===== src/rtl/usr_reg_led_ctrl.sv =====
// LED pattern generator driven by the MCU user register: OFF, PWM dim, blink, breathe.
// Optional macro BREATHE_EN builds the breathe engine; without it mode 11 behaves as ON.
module usr_reg_led_ctrl #(
    parameter int TICK_DIV      = 25000,
    parameter int PWM_PRESC     = 16,
    parameter int STABLE_CYCLES = 4
) (
    input  logic        clk25,
    input  logic        fpga_rst_n,
    input  logic [15:0] usr_reg,
    output logic        led_out,
    output logic        cfg_update,
    output logic [1:0]  mode_o
);

    localparam int PW = (PWM_PRESC > 1) ? $clog2(PWM_PRESC) : 1;
    localparam int TW = $clog2(TICK_DIV);
    localparam int SW = $clog2(STABLE_CYCLES + 1);

    localparam logic [PW-1:0] PRESC_MAX = PW'(PWM_PRESC - 1);
    localparam logic [TW-1:0] TICK_MAX  = TW'(TICK_DIV - 1);
    localparam logic [SW-1:0] STAB_MAX  = SW'(STABLE_CYCLES);
    localparam logic [SW-1:0] STAB_ACC  = SW'(STABLE_CYCLES - 1);

    typedef enum logic [1:0] {
        MODE_OFF     = 2'b00,
        MODE_ON      = 2'b01,
        MODE_BLINK   = 2'b10,
        MODE_BREATHE = 2'b11
    } mode_e;

    logic [15:0]   shadow_r;
    logic [15:0]   active_r;
    logic [SW-1:0] stab_cnt_r;
    logic          cfg_update_r;
    logic [PW-1:0] presc_r;
    logic [5:0]    pwm_cnt_r;
    logic [TW-1:0] tick_cnt_r;
    logic [7:0]    blink_cnt_r;
    logic          phase_r;
    logic          led_out_r;

    logic          same_s;
    logic          accept_s;
    logic          presc_wrap_s;
    logic          tick_s;
    logic          step_s;
    logic [7:0]    hp_s;
    logic [5:0]    duty_s;
    mode_e         mode_s;

    function automatic logic pwm_on_f(input logic [5:0] lvl, input logic [5:0] cnt);
        return (lvl == 6'd63) ? 1'b1 : (cnt < lvl);
    endfunction

    assign same_s       = (usr_reg == shadow_r);
    assign accept_s     = same_s && (stab_cnt_r == STAB_ACC) && (shadow_r != active_r);
    assign presc_wrap_s = (presc_r == PRESC_MAX);
    assign tick_s       = (tick_cnt_r == TICK_MAX);
    assign hp_s         = (active_r[7:0] == 8'd0) ? 8'd1 : active_r[7:0];
    assign step_s       = tick_s && (blink_cnt_r == (hp_s - 8'd1));
    assign duty_s       = active_r[13:8];
    assign mode_s       = mode_e'(active_r[15:14]);

    assign led_out    = led_out_r;
    assign cfg_update = cfg_update_r;
    assign mode_o     = active_r[15:14];

    // Stability filter: a value must be seen STABLE_CYCLES+1 times in a row before it is adopted.
    always_ff @(posedge clk25 or negedge fpga_rst_n) begin
        if (!fpga_rst_n) begin
            shadow_r     <= 16'h0000;
            active_r     <= 16'h0000;
            stab_cnt_r   <= '0;
            cfg_update_r <= 1'b0;
        end else begin
            shadow_r     <= usr_reg;
            cfg_update_r <= accept_s;
            if (!same_s) begin
                stab_cnt_r <= '0;
            end else if (stab_cnt_r != STAB_MAX) begin
                stab_cnt_r <= stab_cnt_r + SW'(1);
            end else begin
                stab_cnt_r <= stab_cnt_r;
            end
            if (accept_s) begin
                active_r <= shadow_r;
            end else begin
                active_r <= active_r;
            end
        end
    end

    // Free-running PWM prescaler and 64-step frame counter.
    always_ff @(posedge clk25 or negedge fpga_rst_n) begin
        if (!fpga_rst_n) begin
            presc_r   <= '0;
            pwm_cnt_r <= 6'd0;
        end else if (presc_wrap_s) begin
            presc_r   <= '0;
            pwm_cnt_r <= pwm_cnt_r + 6'd1;
        end else begin
            presc_r   <= presc_r + PW'(1);
            pwm_cnt_r <= pwm_cnt_r;
        end
    end

    // Free-running timing tick divider.
    always_ff @(posedge clk25 or negedge fpga_rst_n) begin
        if (!fpga_rst_n) begin
            tick_cnt_r <= '0;
        end else if (tick_s) begin
            tick_cnt_r <= '0;
        end else begin
            tick_cnt_r <= tick_cnt_r + TW'(1);
        end
    end

    // Half-period tick counter and blink phase; a new configuration restarts lit.
    always_ff @(posedge clk25 or negedge fpga_rst_n) begin
        if (!fpga_rst_n) begin
            blink_cnt_r <= 8'd0;
            phase_r     <= 1'b0;
        end else if (accept_s) begin
            blink_cnt_r <= 8'd0;
            phase_r     <= 1'b1;
        end else if (step_s) begin
            blink_cnt_r <= 8'd0;
            phase_r     <= ~phase_r;
        end else if (tick_s) begin
            blink_cnt_r <= blink_cnt_r + 8'd1;
            phase_r     <= phase_r;
        end else begin
            blink_cnt_r <= blink_cnt_r;
            phase_r     <= phase_r;
        end
    end

`ifdef BREATHE_EN
    logic [5:0] blvl_r;
    logic       dir_up_r;

    // Breathe level walks a triangle 0..duty..0 one step per half-period.
    always_ff @(posedge clk25 or negedge fpga_rst_n) begin
        if (!fpga_rst_n) begin
            blvl_r   <= 6'd0;
            dir_up_r <= 1'b1;
        end else if (accept_s) begin
            blvl_r   <= 6'd0;
            dir_up_r <= 1'b1;
        end else if (step_s) begin
            if (duty_s == 6'd0) begin
                blvl_r   <= 6'd0;
                dir_up_r <= 1'b1;
            end else if (blvl_r > duty_s) begin
                blvl_r   <= duty_s;
                dir_up_r <= 1'b0;
            end else if (dir_up_r && (blvl_r != duty_s)) begin
                blvl_r   <= blvl_r + 6'd1;
                dir_up_r <= ((blvl_r + 6'd1) != duty_s);
            end else if (blvl_r == 6'd0) begin
                blvl_r   <= 6'd1;
                dir_up_r <= (duty_s != 6'd1);
            end else begin
                blvl_r   <= blvl_r - 6'd1;
                dir_up_r <= (blvl_r == 6'd1);
            end
        end else begin
            blvl_r   <= blvl_r;
            dir_up_r <= dir_up_r;
        end
    end
`endif

    // Mode FSM output stage: the LED is registered one cycle behind its condition.
    always_ff @(posedge clk25 or negedge fpga_rst_n) begin
        if (!fpga_rst_n) begin
            led_out_r <= 1'b0;
        end else begin
            case (mode_s)
                MODE_OFF:     led_out_r <= 1'b0;
                MODE_ON:      led_out_r <= pwm_on_f(duty_s, pwm_cnt_r);
                MODE_BLINK:   led_out_r <= phase_r & pwm_on_f(duty_s, pwm_cnt_r);
`ifdef BREATHE_EN
                MODE_BREATHE: led_out_r <= pwm_on_f(blvl_r, pwm_cnt_r);
`else
                MODE_BREATHE: led_out_r <= pwm_on_f(duty_s, pwm_cnt_r);
`endif
                default:      led_out_r <= 1'b0;
            endcase
        end
    end

endmodule


===== config.mk =====
export PLATFORM = sky130hd
export DESIGN_NAME = usr_reg_led_ctrl
export DESIGN_NICKNAME = d
export VERILOG_FILES = /design/src/rtl/usr_reg_led_ctrl.sv
export SDC_FILE = /design/constraint.sdc
export NUM_CORES = 1
export LEC_CHECK = 0
export ABC_CLOCK_PERIOD_IN_PS = 2900
export BUFFER_PORTS_ARGS = -buffer_cell sky130_fd_sc_hd__buf_2
export CAP_MARGIN = 40
export CORE_UTILIZATION = 55
export DETAILED_ROUTE_END_ITERATION = 10
export GPL_ROUTABILITY_DRIVEN = 0
export PLACE_DENSITY = 0.82
export SYNTH_ARGS = -nofsm -noshare
export SYNTH_HDL_FRONTEND = slang
export SYNTH_SLANG_ARGS = --single-unit
export TNS_END_PERCENT = 10

===== constraint.sdc =====
create_clock -name clk25 -period 2.9 [get_ports clk25]
set_clock_uncertainty 0.15 [all_clocks]
set_input_delay 0.435 -clock clk25 [delete_from_list [all_inputs] [get_ports clk25]]
set_output_delay 0.435 -clock clk25 [all_outputs]
set_load 0.005 [all_outputs]

==> run summary <==
maxcap violations: 0
sw frac: 0.241
cell area after synthesis: 3550 um^2
Post-Layout Inst Area: 3980 um^2
die area: 6780 um^2
Seq/Total Area, Yosys: 0.501
Area contributors post-synth: dfrtp_1, xnor2_1, xor2_1, mux2_2, ha_1
FP Rows: 28
Post-Synthesis Cells: 321
Placed Area: 3770 um^2
post-synthesis async set-or-reset flop share: 1.00
Core Region: 6060 um^2
number of global-route vias before repair: 2497
post-route minimum period: 2.58 ns
period utilization: 0.891
P_sw: 457 uW
clock-pin slew on the worst setup and hold paths: 0.08 ns
synth unique cells: 43
die height: 82.3 um
TritonRoute pass-1 iters: 4
first-pass GRT wire length: 11300 um
Yosys top cell area share: 0.501
Synth Warn #: 0
io pins: 22
P_int: 1.44 mW
clock network power share: 0.427
nets: 381
H-Tree Depth: 3
Synth Net Count: 352
register share of total power: 0.535
HP Class: primary input to flop
number of synthesized flops with an enable pin: 0
Initial Util: 0.586
antenna violations before repair: 0
Yosys reg bits: 71
total gr overflow: 0
CTS Buf Count: 9
clock latency on the worst-skew pair: 0.36 ns
RSZ-0062 raised after global routing: no
DR vias: 2424
DP Cell Count: 413
most frequent cells after synthesis: dfrtp_1, xnor2_1, xor2_1
crit path kind: flop to flop
largest area contributor in the netlist: dfrtp_1
Max Fclk: 0.387 GHz
largest net degree at the start of global routing: 44
share of cells above drive strength 1: 0.180
CP Data Arrival Time: 2.68 ns
CTS tree: yes
final setup vio count: 0
Syn Area/Cell: 11.1 um^2
WL/cell: 15.2 um
CP required: 3.00 ns
DRC viols: 0
Antenna Cells: 0
Via density: 5.64
All-Layer GR Usage: 0.232
Critical Path Fanout Max: 8
Gate power share: 0.038
root buffer cell: clkbuf_8
worst vdd ir: 0.000405 V
port bufs: 21
slew margin rel.: 0.551
final cell count without fillers: 430
synth-to-layout area growth: 12.2%
critical path capture point type: flop
Fin Setup TNS: 0 ns
worst-margin pin slew: 0.673 ns
First DRT Iteration DRCs: 130
crit start category: flop
WL final: 6550 um
final hold violations: 0
DP HPWL: 4830 um
P_leak: 1.85 nW
Max Buffers Root-to-Sink: 2
clock sinks: 71
number of routed nets with antenna violations: 0
Pwr Density: 476 nW/um^2
Slew Viols, Final: 0
chip width: 82.3 um
Top FF cell, synth: dfrtp_1
count leader, synth: dfrtp_1
status: finished clean
-- worst paths after layout --
path	start	to	slack (ns)	cells after the start
max reg2reg	active_r[2]	phase_r	0.32	8
min	usr_reg[10]	shadow_r[10]	0.05	1
min reg2reg	pwm_cnt_r[5]	pwm_cnt_r[5]	0.35	1
min in group asynchronous	fpga_rst_n	active_r[14]	0.49	2
max in group asynchronous	fpga_rst_n	tick_cnt_r[13]	1.45	3
max	active_r[2]	phase_r	0.32	8
-- repair_timing --
action,in CTS,in global routing
hold endpoints to repair,28,0
buffers inserted,0,0
gates resized for setup,0,0
hold buffers,1,0
-- metrics by stage --
stage	util	worst slack (ns)	hold WS [ns]	power [mW]
2_1_floorplan	-	0.268	-0.0106	1.06
3_3_place_gp	0.622	0.381	0.325	1.10
3_5_place_dp	0.622	0.310	0.332	1.11
4_1_cts	0.657	0.301	0.0371	1.92
5_1_grt	0.657	0.102	0.0367	1.96
6_report	0.657	0.316	0.0526	1.90
-- cell type report --
| cell class | count | area (um^2) |
|---|---|---|
| Clock buffer | 9 | 124 |
| Clock inverter | 7 | 81.3 |
| Fill cell | 475 | 2080 |
| Inverter | 12 | 45.0 |
| Multi-Input combinational cell | 229 | 1680 |
| Sequential cell | 71 | 1780 |
| Tap cell | 75 | 93.8 |
| Timing Repair Buffer | 27 | 178 |
-- state kept, by name, indices dropped and copies added (netlist names) --
| register | flops |
|---|---|
| active_r | 16 |
| blink_cnt_r | 8 |
| cfg_update | 1 |
| led_out | 1 |
| phase_r | 1 |
| presc_r | 4 |
| pwm_cnt_r | 6 |
| shadow_r | 16 |
| stab_cnt_r | 3 |
| tick_cnt_r | 15 |
-- power by group through the flow --
stage               Clock, mW  Combinational [mW]  Sequential, mW
finish                  0.810              0.0715            1.01
global route            0.867              0.0821            1.02
CTS                     0.832              0.0737            1.01
detailed placement          0              0.0722            1.03
global placement            0              0.0707            1.03
floorplan                   0              0.0281            1.03
-- per-layer routing --
layer  share of wire  global-route usage
met5               0                   0
met4           0.018              0.0947
met3           0.053              0.0736
met2            0.47               0.371
met1            0.46               0.292
-- worst max-delay path: stages (launching register included) --
cell     delay (ns)
dfrtp_1        0.47
nor4_2         0.34
a31oi_1        0.17
ha_1           0.33
xor2_1         0.14
and4b_1        0.20
nand4_1        0.15
nor2_2         0.20
mux2_1         0.33
-- cell families (layout without fill, tap and decap cells) --
logic type,Yosys count,after routing,synth area share
flip-flops,71,71,0.501
AO/OA/AOI/OAI,34,34,0.0585
multiplexers,18,18,0.0567
AND/OR/NAND/NOR,107,107,0.173
XOR/XNOR,57,57,0.141
adder cells (fa/ha/maj),13,13,0.0458
buffers and inverters,21,55,0.0250
-- cell usage in the layout, fill, tap and decap left out, types with 10 or more instances in the layout --
cell type / instances
mux2_2: 16
buf_2: 21
xnor2_1: 30
nand2_1: 15
ha_1: 13
xor2_1: 27
dfrtp_1: 71
nand4_1: 12
nor4_1: 10
inv_1: 12
o21ai_0: 11
nor2_1: 15
nand3_1: 19
and3_1: 10
(Power assumes the default switching activity.)
